--- src/rtl/cpu_mem_arbiter.sv ---
// cpu_mem_arbiter
//   Shares one single-port synchronous block RAM between the CPU instruction
//   port and data port. Data accesses win by default; a saturating starvation
//   counter forces an instruction grant after STARVE_LIMIT consecutive lost
//   cycles. A read-tag pipeline, matched to the RAM read latency, steers each
//   returning word to the port that issued it.
//
// Ports
//   aclk, aresetn            clock, synchronous active-low reset
//   inst_req/addr            instruction fetch request (held until granted)
//   inst_gnt                 fetch accepted this cycle (same-cycle grant)
//   inst_rvalid/rdata        fetched word, RD_LATENCY cycles after grant
//   data_req/addr/wdata/we   load/store request (we == 0 means load)
//   data_gnt                 load/store accepted this cycle
//   data_rvalid/rdata        load word, RD_LATENCY cycles after grant
//   mem_en/we/addr/wdata     RAM command, driven by the granted port
//   mem_rdata                RAM read data, RD_LATENCY cycles after a read
module cpu_mem_arbiter #(
    parameter int unsigned ADDR_W       = 32,
    parameter int unsigned RD_LATENCY   = 1,
    parameter int unsigned STARVE_LIMIT = 4
) (
    input  logic              aclk,
    input  logic              aresetn,
    input  logic              inst_req,
    input  logic [ADDR_W-1:0] inst_addr,
    output logic              inst_gnt,
    output logic              inst_rvalid,
    output logic [31:0]       inst_rdata,
    input  logic              data_req,
    input  logic [ADDR_W-1:0] data_addr,
    input  logic [31:0]       data_wdata,
    input  logic [3:0]        data_we,
    output logic              data_gnt,
    output logic              data_rvalid,
    output logic [31:0]       data_rdata,
    output logic              mem_en,
    output logic [3:0]        mem_we,
    output logic [ADDR_W-3:0] mem_addr,
    output logic [31:0]       mem_wdata,
    input  logic [31:0]       mem_rdata
);

    localparam int unsigned CNT_W = 4;
    localparam int unsigned TAIL  = RD_LATENCY - 1;
    localparam logic [CNT_W-1:0] LIMIT = CNT_W'(STARVE_LIMIT);

    typedef struct packed {
        logic valid;
        logic is_data;
    } rd_tag_t;

    logic [CNT_W-1:0] r_starve_cnt;
    rd_tag_t          r_tag [RD_LATENCY];

    logic             w_inst_gnt;
    logic             w_data_gnt;
    rd_tag_t          w_tag_in;
    rd_tag_t          w_tag_tail;
    logic             w_unused_addr_lsbs;

    // Byte offsets are meaningless to a word-wide RAM.
    assign w_unused_addr_lsbs = ^{inst_addr[1:0], data_addr[1:0]};

    // Grant decision; requests are ignored while reset is held.
    always_comb begin
        w_inst_gnt = 1'b0;
        w_data_gnt = 1'b0;
        if (aresetn) begin
            if (data_req && !(inst_req && (r_starve_cnt == LIMIT))) begin
                w_data_gnt = 1'b1;
            end else if (inst_req) begin
                w_inst_gnt = 1'b1;
            end
        end
    end

    assign inst_gnt = w_inst_gnt;
    assign data_gnt = w_data_gnt;

    // RAM command mux; all-zero when idle.
    always_comb begin
        mem_en    = 1'b0;
        mem_we    = 4'b0000;
        mem_addr  = '0;
        mem_wdata = 32'h0;
        if (w_data_gnt) begin
            mem_en    = 1'b1;
            mem_we    = data_we;
            mem_addr  = data_addr[ADDR_W-1:2];
            mem_wdata = data_wdata;
        end else if (w_inst_gnt) begin
            mem_en    = 1'b1;
            mem_addr  = inst_addr[ADDR_W-1:2];
        end
    end

    // Starvation counter: counts consecutive cycles a pending fetch loses.
    always_ff @(posedge aclk) begin
        if (!aresetn) begin
            r_starve_cnt <= '0;
        end else if (!inst_req || w_inst_gnt) begin
            r_starve_cnt <= '0;
        end else if (r_starve_cnt != LIMIT) begin
            r_starve_cnt <= r_starve_cnt + CNT_W'(1);
        end
    end

    // Tag for the access issued this cycle; writes and idles carry no response.
    always_comb begin
        w_tag_in = '0;
        if (w_inst_gnt) begin
            w_tag_in = '{valid: 1'b1, is_data: 1'b0};
        end else if (w_data_gnt && (data_we == 4'b0000)) begin
            w_tag_in = '{valid: 1'b1, is_data: 1'b1};
        end
    end

    // Tag shift register aligned with the RAM read latency.
    always_ff @(posedge aclk) begin
        if (!aresetn) begin
            for (int unsigned i = 0; i < RD_LATENCY; i++) begin
                r_tag[i] <= '0;
            end
        end else begin
            r_tag[0] <= w_tag_in;
            for (int unsigned i = 1; i < RD_LATENCY; i++) begin
                r_tag[i] <= r_tag[i-1];
            end
        end
    end

    assign w_tag_tail = r_tag[TAIL];

    // Response steering; reset forces everything quiet.
    assign inst_rvalid = aresetn && w_tag_tail.valid && !w_tag_tail.is_data;
    assign data_rvalid = aresetn && w_tag_tail.valid &&  w_tag_tail.is_data;
    assign inst_rdata  = inst_rvalid ? mem_rdata : 32'h0;
    assign data_rdata  = data_rvalid ? mem_rdata : 32'h0;

endmodule

--- config.mk ---
export PLATFORM = sky130hd
export DESIGN_NAME = cpu_mem_arbiter
export DESIGN_NICKNAME = d
export VERILOG_FILES = /design/src/rtl/cpu_mem_arbiter.sv
export SDC_FILE = /design/constraint.sdc
export NUM_CORES = 1
export LEC_CHECK = 0
export BUFFER_PORTS_ARGS = -buffer_cell sky130_fd_sc_hd__buf_2
export CAP_MARGIN = 20
export CORE_AREA = 2 2 106 108
export DETAILED_ROUTE_END_ITERATION = 8
export DIE_AREA = 0 0 108 110
export HOLD_SLACK_MARGIN = 0.02
export MAX_ROUTING_LAYER = met4
export PLACE_DENSITY = 0.6
export SLEW_MARGIN = 20
export SYNTH_ARGS = -nofsm -noshare
export SYNTH_HDL_FRONTEND = slang
export SYNTH_SLANG_ARGS = --single-unit
--- constraint.sdc ---
create_clock -name aclk -period 2 [get_ports aclk]
set_input_delay 0.5 -clock aclk [delete_from_list [all_inputs] [get_ports aclk]]
set_output_delay 0.5 -clock aclk [all_outputs]
set_load 0.1 [all_outputs]
==> summary.md, run 1 <==
| Metric | Value |
|---|---|
| Outcome | complete, but fails checks |
| Failing checks | setup timing |
| Top-Level Pins | approximately 270 |
| Num CTS Buffers | 3 |
| WL met2 | between 5000 and 6000 um |
| Cell Chain, Critical Path | inv_2 -> ha_4 -> and3b_2 -> a21o_4 -> inv_8 -> buf_16 -> a22o_4 -> buf_12 |
| GP Congestion | 0.7824 |
| DRT iter0 DRCs | 73 |
| Max Used Layer | met4 |
| Flop2flop setup slack | between 400 and 500 ps |
| Register area | 122.6 um2 |
| CTS tree | built |
| Reg2reg path depth | 9 |
| Worst Path Arrival | 1780 ps |
| Setup CP Type | register to output port |
| Dpl cells | 584 |
| Syn_nets | 317 |
| Total GRT Usage | 0.1460 |
| Slew @ Worst Pin | 242.0 ps |
| Multi-input logic area | between 1500 and 2000 um2 |
| Critical Path Max Stage Delay | about 330 ps |
| RSZ-0062 raised after global routing | true |
| Largest net degree at the start of global routing | 34 |
| Fin. max-slew vios | 0 |
| Num rows | 38 |
| Mapped Area | between 1000 and 1500 um2 |
| Mapped Cells | 179 |
| HP Class | register to register |
| Synth warn | 0 |
| Capture point of the worst reg-to-reg path | r_tag[0][1] |
| Sequential-to-total area share from yosys stat | 0.09403 |
| Max-slew headroom | 0.8372 |
| Area delta synth->final | 341.9% |
| NumNets Final | 598 |
| Syn avg cell area | ~7.1 um2 |
| PortBufs | 266 |
| Die W | 108 um |
| WHS Path Cells | 2 |
| Worst hold slack | approximately 520 ps |
| Initial antenna violation count | 0 |
| Mean number of vias per cell | 3.998 |
| Synthesized flop and latch total | 6 |
| Crit-path slowest cell | dfxtp_2 |
| Clk_lat worst skew | approximately 230 ps |
| # DRC | 0 |
| Root buf cell | clkbuf_8 |
| # diodes | 0 |
| Final hold violation count | 0 |
| Pre-CTS WS | -89.99 ps |
| Vias | 2391 |
| Final setup viols | 68 |
| Dpl hpwl | 7556 um |
| Post-DP Area | roughly 5400 um2 |
| Unique masters post-synth | 27 |
| Non-Filler Instances | 598 |
| Routed len/inst | 15.12 um |
| Hold EP | r_starve_cnt[0] |
| Reg2reg start | r_starve_cnt[0] |
| Global-route wire length before repair | 13610 um |
| Final worst setup slack | -284.9 ps |
| Initial cell density of the core | 0.1194 |
| Reg clk slew, reported paths | 40 ps |
| Sink Count | 6 |
| Fin area | around 5600 um2 |
| Grt total ovfl | 0 |
| Filler cells | 903 |
| Die area | 11880 um2 |
| Max_cap viols | 0 |
| Worst path required time | 1500 ps |
| Routed Antenna Nets | 0 |
| Setup crit end kind | output port |
| Crit Path Max Fanout | 16 |
| Hold_sp | r_starve_cnt[0] |
| VDD IR-drop max | 0.2044 mV |
| Tcrit/Tclk final | 1.142 |
| Pleak | 0.002668 uW |
| Fin crit period | 2285 ps |
| Startpoint Class | register |
| Fmax | 0.4377 GHz |
| Commonest non-fill, non-tap cell in the layout | buf_12 |
| CTS Hold Bufs | 0 |
| Core Region | roughly 11000 um2 |
| TritonRoute pass-1 iters | 4 |
| Wire length on met3 | between 700 and 800 um |
| Die height | 110 um |
| Share of cells above drive strength 1 | 0.9432 |
| Fin Clk Skew | 0.1704 ps |
| Commonest non-fill, non-tap cells in the layout | 139 x buf_12, 131 x buf_2, 54 x and2_4 |
| M1 wire length | 2916 um |
| Power Dens Cells | just over 300 nW/um2 |
| Clk buf depth | 2 |
| Fin util | 0.5277 |
| Number of global-route vias before repair | 2691 |
| DRT Wirelength | 9043 um |
| H-tree levels | 1 |
-- state kept, by name (all words and copies together) (netlist names) --
register	cells
r_starve_cnt	4
r_tag	2
-- Yosys cell counts --
| cell type | number | area (um2) |
|---|---|---|
| ha_1 | 2 | 25.02 |
| nand2_1 | 3 | 11.26 |
| buf_2 | 4 | 20.02 |
| nor4_1 | 2 | 12.51 |
| and3b_2 | 1 | 10.01 |
| o21a_1 | 1 | 7.510 |
| clkbuf_2 | 1 | 5.000 |
| nor3_1 | 1 | 5.000 |
| dfxtp_1 | 6 | 120.1 |
| a21oi_1 | 1 | 5.000 |
| nor4bb_1 | 1 | 10.01 |
| buf_4 | 2 | 15.01 |
| and2_1 | 100 | 625.6 |
| mux2i_1 | 1 | 10.01 |
| nand3_1 | 1 | 5.000 |
| nand3b_1 | 1 | 7.510 |
| buf_6 | 2 | 22.52 |
| xnor2_1 | 1 | 8.760 |
| and3_1 | 1 | 6.260 |
| a22o_1 | 30 | 262.8 |
| nor2_1 | 3 | 11.26 |
| inv_2 | 1 | 3.750 |
| clkbuf_1 | 7 | 26.28 |
| or4_1 | 1 | 7.510 |
| inv_1 | 3 | 11.26 |
| o21bai_1 | 1 | 7.510 |
| a21o_4 | 1 | 15.01 |
-- logic make-up (layout without fill, tap and decap cells) --
family / count (synthesis) / after routing / share of synthesized area
buf+inv: 20 / 299 / 0.08129
mux: 1 / 1 / 0.007836
xor+xnor: 1 / 1 / 0.006857
compound gates: 34 / 34 / 0.2331
fa+ha+maj: 2 / 2 / 0.01959
flops: 6 / 6 / 0.09403
simple gates: 115 / 115 / 0.5573
-- stage by stage --
stage               setup TNS, ps  total power [uW]
floorplan                   -4935             944.4
global placement            -1889              1488
detailed placement          -3913              1503
CTS                        -18920              1726
global route               -22110              1783
finish                     -17610              1729
-- power by group --
group	total [uW]	internal, uW	switching (uW)
registers	124	123	1.26
logic	1410	576	839
clock network	190	130	60.3
total	1730	829	900
-- critical path: cells and delay by family, from the launching register on --
kind            cells  cell delay, ps
flops               1             330
simple gates        1             200
fa+ha+maj           1             150
buf+inv             4             470
compound gates      2             380
-- final cells by class --
type                    instances  area share
repair buffers                292      0.6638
multi-input cells             153      0.2722
well taps                     140     0.03103
flip-flops and latches          6     0.02172
clock buffers                   3    0.007314
inverters                       4    0.003989
-- routing by layer --
layer  vias to the layer above  GRT usage
li1                       1158          -
met1                      1082     0.1464
met2                       145     0.2965
met3                         6    0.02587
met4                         0    0.02564
met5                         -          -
-- worst max path at each step --
| stage | from | endpoint | slack (ps) | cells after the start |
|---|---|---|---|---|
| floorplan | r_starve_cnt[0] | mem_addr[16] | -140 | 8 |
| global placement | aresetn | mem_we[3] | -50 | 7 |
| detailed placement | aresetn | mem_wdata[30] | -90 | 7 |
| CTS | r_starve_cnt[0] | mem_addr[25] | -300 | 8 |
| global route | r_starve_cnt[1] | mem_addr[28] | -350 | 8 |
| finish | r_starve_cnt[0] | mem_addr[25] | -280 | 8 |
-- what timing repair did --
action | 4_1_cts | 5_1_grt
endpoints found under the setup margin | 68 | 86
resized for setup | 6 | 4
pin swaps | 6 | 1
cloned | 3 | 3
buffers inserted | 3 | 2
No activity file was read; power rests on OpenSTA's default activity.
==> run 2: changes to the inputs <==
- ABC_AREA: unset -> 1
- PLACE_DENSITY: 0.6 -> 0.62
==> summary.md, run 2 <==
| Metric | Value |
|---|---|
| Commonest non-fill, non-tap cell in the layout | buf_12 |
| Fin. max-slew vios | 0 (unchanged) |
| Area delta synth->final | 330.5% |
| Fin crit period | 2148 ps (-136.8 ps) |
| Final worst setup slack | -148.2 ps (+136.8 ps) |
| HP Class | register to register |
| Synth Area in Compound Gates | 0.01305 (-0.2201) |
| NumNets Final | 750 (+25%) |
| Fmax | 0.4655 GHz (+6.4%) |
| Reg clk slew, reported paths | 40 ps (about the same) |
| Sink Count | 6 (unchanged) |
| Die W | 108 um (unchanged) |
| Tcrit/Tclk final | 1.074 (-0.06838) |
| Mapped Area | 1534 um2 (+20%) |
| Top-Level Pins | 271 (unchanged) |
| PortBufs | 266 (unchanged) |
| Xor-xnor portion of the synthesized cell area | 0.005710 (-0.001146) |
| Total GRT Usage | 0.1756 (+0.02956) |
| Clk buf depth | 2 (unchanged) |
| Reg2reg path depth | 6 (-3) |
| Largest net degree at the start of global routing | 28 (-18%) |
| Cell Chain, Critical Path | inv_2 -> ha_4 -> nand4_4 -> nand2_4 -> inv_4 -> nand2_8 -> buf_12 -> clkinvlp_4 -> buf_12 |
| Top_reg_cell synth | dfxtp_1 |
| Top Registers | r_starve_cnt x4, r_tag x2 |
| Max-slew headroom | 0.8153 (-0.02192) |
| DRT iter0 DRCs | 97 (+33%) |
| Setup crit end kind | output port |
| Dpl cells | 740 (+27%) |
| Initial cell density of the core | 0.1434 (+0.02398) |
| CP most frequent cell | buf_12 |
| Setup CP Type | register to output port |
| Commonest non-fill, non-tap cells in the layout | 147 x buf_12, 130 x buf_2, 98 x nor2_4 |
| Mean number of vias per cell | 4.215 (+5.4%) |
| Pre-CTS WS | -64.12 ps (+25.87 ps) |
| Number of global-route vias before repair | 3355 (+25%) |
| Top cells by area, synth | nor2_1 25%, inv_1 19%, nand4_1 14%, nand3_1 11%, nand2_1 10% |
| Synth cell count leaders | 104 x nor2_1, 77 x inv_1, 41 x nand2_1 |
| # DRC | 0 (unchanged) |
| Fin area | 6604 um2 (+17%) |
| Routed Antenna Nets | 0 (unchanged) |
| Worst path required time | 1500 ps (about the same) |
| VDD IR-drop max | 0.2019 mV (-1.2%) |
| Hold_sp | r_starve_cnt[3] |
| Syn_nets | 470 (+48%) |
| Pleak | 0.002953 uW (+11%) |
| Routed len/inst | 14.05 um (-7.1%) |
| Number of flip-flops in the largest register | 4 (unchanged) |
| Power Dens Cells | 280.0 nW/um2 (-8.6%) |
| Reg with most FFs | r_starve_cnt |
| Critical Path Max Stage Delay | 310 ps (-20 ps) |
| Initial antenna violation count | 0 (unchanged) |
| Non-Filler Instances | 750 (+25%) |
| Die area | 11880 um2 (unchanged) |
| DRT Wirelength | 10540 um (+17%) |
| RSZ-0062 raised after global routing | true |
| WP buf/inv | 5 (+1) |
| Worst Path Arrival | 1650 ps (-130 ps) |
| Leading area contributor after synthesis | nor2_1 |
| Simple-Gate Fraction of Synth Area | 0.6134 (+0.05608) |
| Flop2flop setup slack | 710 ps (+250 ps) |
| Largest family of logic cells by synthesized area | simple AND/OR/NAND/NOR gates |
| WHS Path Cells | 3 (+1) |
| Cell family with most CP delay | buffers and inverters |
| GP Congestion | 0.7564 (-3.3%) |
| CTS tree | built |
| Root buf cell | clkbuf_8 |
| Core Region | 10700 um2 (unchanged) |
| Vias | 3161 (+32%) |
| Worst hold slack | 612.1 ps (+89.58 ps) |
| Post-DP Area | 6339 um2 (+18%) |
| Share of cells above drive strength 1 | 0.7738 (-0.1695) |
| Crit-path slowest cell | dfxtp_2 |
| Mapped Cells | 332 (+85%) |
| Reg2reg start | r_starve_cnt[0] |
| H-tree levels | 1 (unchanged) |
| Dpl hpwl | 9134 um (+21%) |
| TritonRoute pass-1 iters | 4 (unchanged) |
| Failing checks | setup timing |
| Area share of fa/ha/maj cells after synthesis | 0.01631 (-0.003275) |
| Grt total ovfl | 0 (unchanged) |
| Unique masters post-synth | 18 (-33%) |
| # diodes | 0 (unchanged) |
| Global-route wire length before repair | 16060 um (+18%) |
| Num rows | 38 (unchanged) |
| Crit Path Max Fanout | 8 (-8) |
| Final hold violation count | 0 (unchanged) |
| Async set or reset register ratio after synthesis | 0 (unchanged) |
| Clk_lat worst skew | 230 ps (about the same) |
| Number of synthesized flops with an enable pin | 0 (unchanged) |
| Fin util | 0.6173 (+0.08959) |
| Capture point of the worst reg-to-reg path | r_starve_cnt[0] |
| Hold EP | r_starve_cnt[3] |
| Startpoint Class | register |
| Max_cap viols | 0 (unchanged) |
| Syn avg cell area | 4.620 um2 (-35%) |
| Synth warn | 0 (unchanged) |
| Final setup viols | 69 (+1.5%) |
| Sequential-to-total area share from yosys stat | 0.07830 (-0.01572) |
| Post-synthesis mux area share | 0 (-0.007835) |
| Num CTS Buffers | 3 (unchanged) |
| Outcome | complete, but fails checks |
| Fin Clk Skew | 2.764 ps (+2.593 ps) |
| Die height | 110 um (unchanged) |
| Most frequent cell after synthesis | nor2_1 |
| Slew @ Worst Pin | 276.1 ps (+34.09 ps) |
| Yosys top cell area share | 0.2545 (-0.2352) |
| Synthesized flop and latch total | 6 (unchanged) |
==> run 2: cell types whose count changed after synthesis, sizes merged, moves of 2 or more <==
cell    previous run  this run
clkbuf             8        15
nor4               2         0
and2             100         0
a21oi              1         3
buf                8        12
nand3              1        33
nand2              3        42
inv                4        78
a22o              30         0
nand4              0        35
nor2               3       104
==> run 2: layout make-up <==
class | instances | area (um2)
Clock buffer | 3 | 41.29
Multi-Input combinational cell | 221 | 2151
Tap cell | 140 | 175.2
Timing Repair Buffer | 302 | 3809
Inverter | 78 | 305.3
Fill cell | 832 | 4094
Sequential cell | 6 | 122.6
==> run 2: kinds of logic after synthesis <==
kind of cell / after synthesis
DFF: 6
and+or+nand+nor: 214
AOI/OAI and AO/OA: 4
xor gates and xnor gates: 1
buffers and inverters: 105
adders and majority gates: 2
==> run 2: worst reg2reg max path, delay by kind of cell, from the launching register on <==
family	cells	cell delay, ps
adders and majority gates	1	160
buffers and inverters	2	190
AOI/OAI and AO/OA	1	190
and+or+nand+nor	2	350
DFF	1	320
==> run 2: worst max-delay path by stage <==
stage / depth (start not counted) / to / slack, ps / startpoint
after floorplan: 6 / inst_rdata[10] / -550 / aresetn
after global placement: 7 / mem_addr[23] / -70 / aresetn
after detailed placement: 7 / mem_addr[23] / -60 / aresetn
after CTS: 9 / data_gnt / -160 / r_starve_cnt[0]
after global routing: 9 / data_gnt / -230 / r_starve_cnt[0]
final: 9 / data_gnt / -150 / r_starve_cnt[0]
==> run 2: repair_timing <==
action,in CTS,in global routing
hold endpoints to repair,0,0
endpoints found under the setup margin,127,71
hold buffers,0,0
pin swaps,9,4
gates cloned,1,0
buffers inserted,4,2
gates resized for setup,24,9
==> run 2: power breakdown <==
group	leakage, uW	internal [uW]	total (uW)	switching [uW]
Combinational	0.00288	546	1540	992
Sequential	0.0000496	123	125	2.41
Clock	0.0000216	130	186	56.0
Total	0.00295	798	1850	1050
==> run 2: stage by stage <==
stage | TNS [ps] | total power (uW)
5_1_grt | -12610 | 1918
3_5_place_dp | -2133 | 1634
4_1_cts | -7611 | 1854
6_report | -7475 | 1849
3_3_place_gp | -1976 | 1611
2_1_floorplan | -23760 | 1060
==> run 2: routing by layer <==
layer,vias to the layer above,track usage,share of wire
met5,-,-,0
met4,0,0.05037,0.019
met3,14,0.03880,0.074
met2,150,0.3482,0.58
met1,1426,0.1704,0.33
li1,1571,-,-
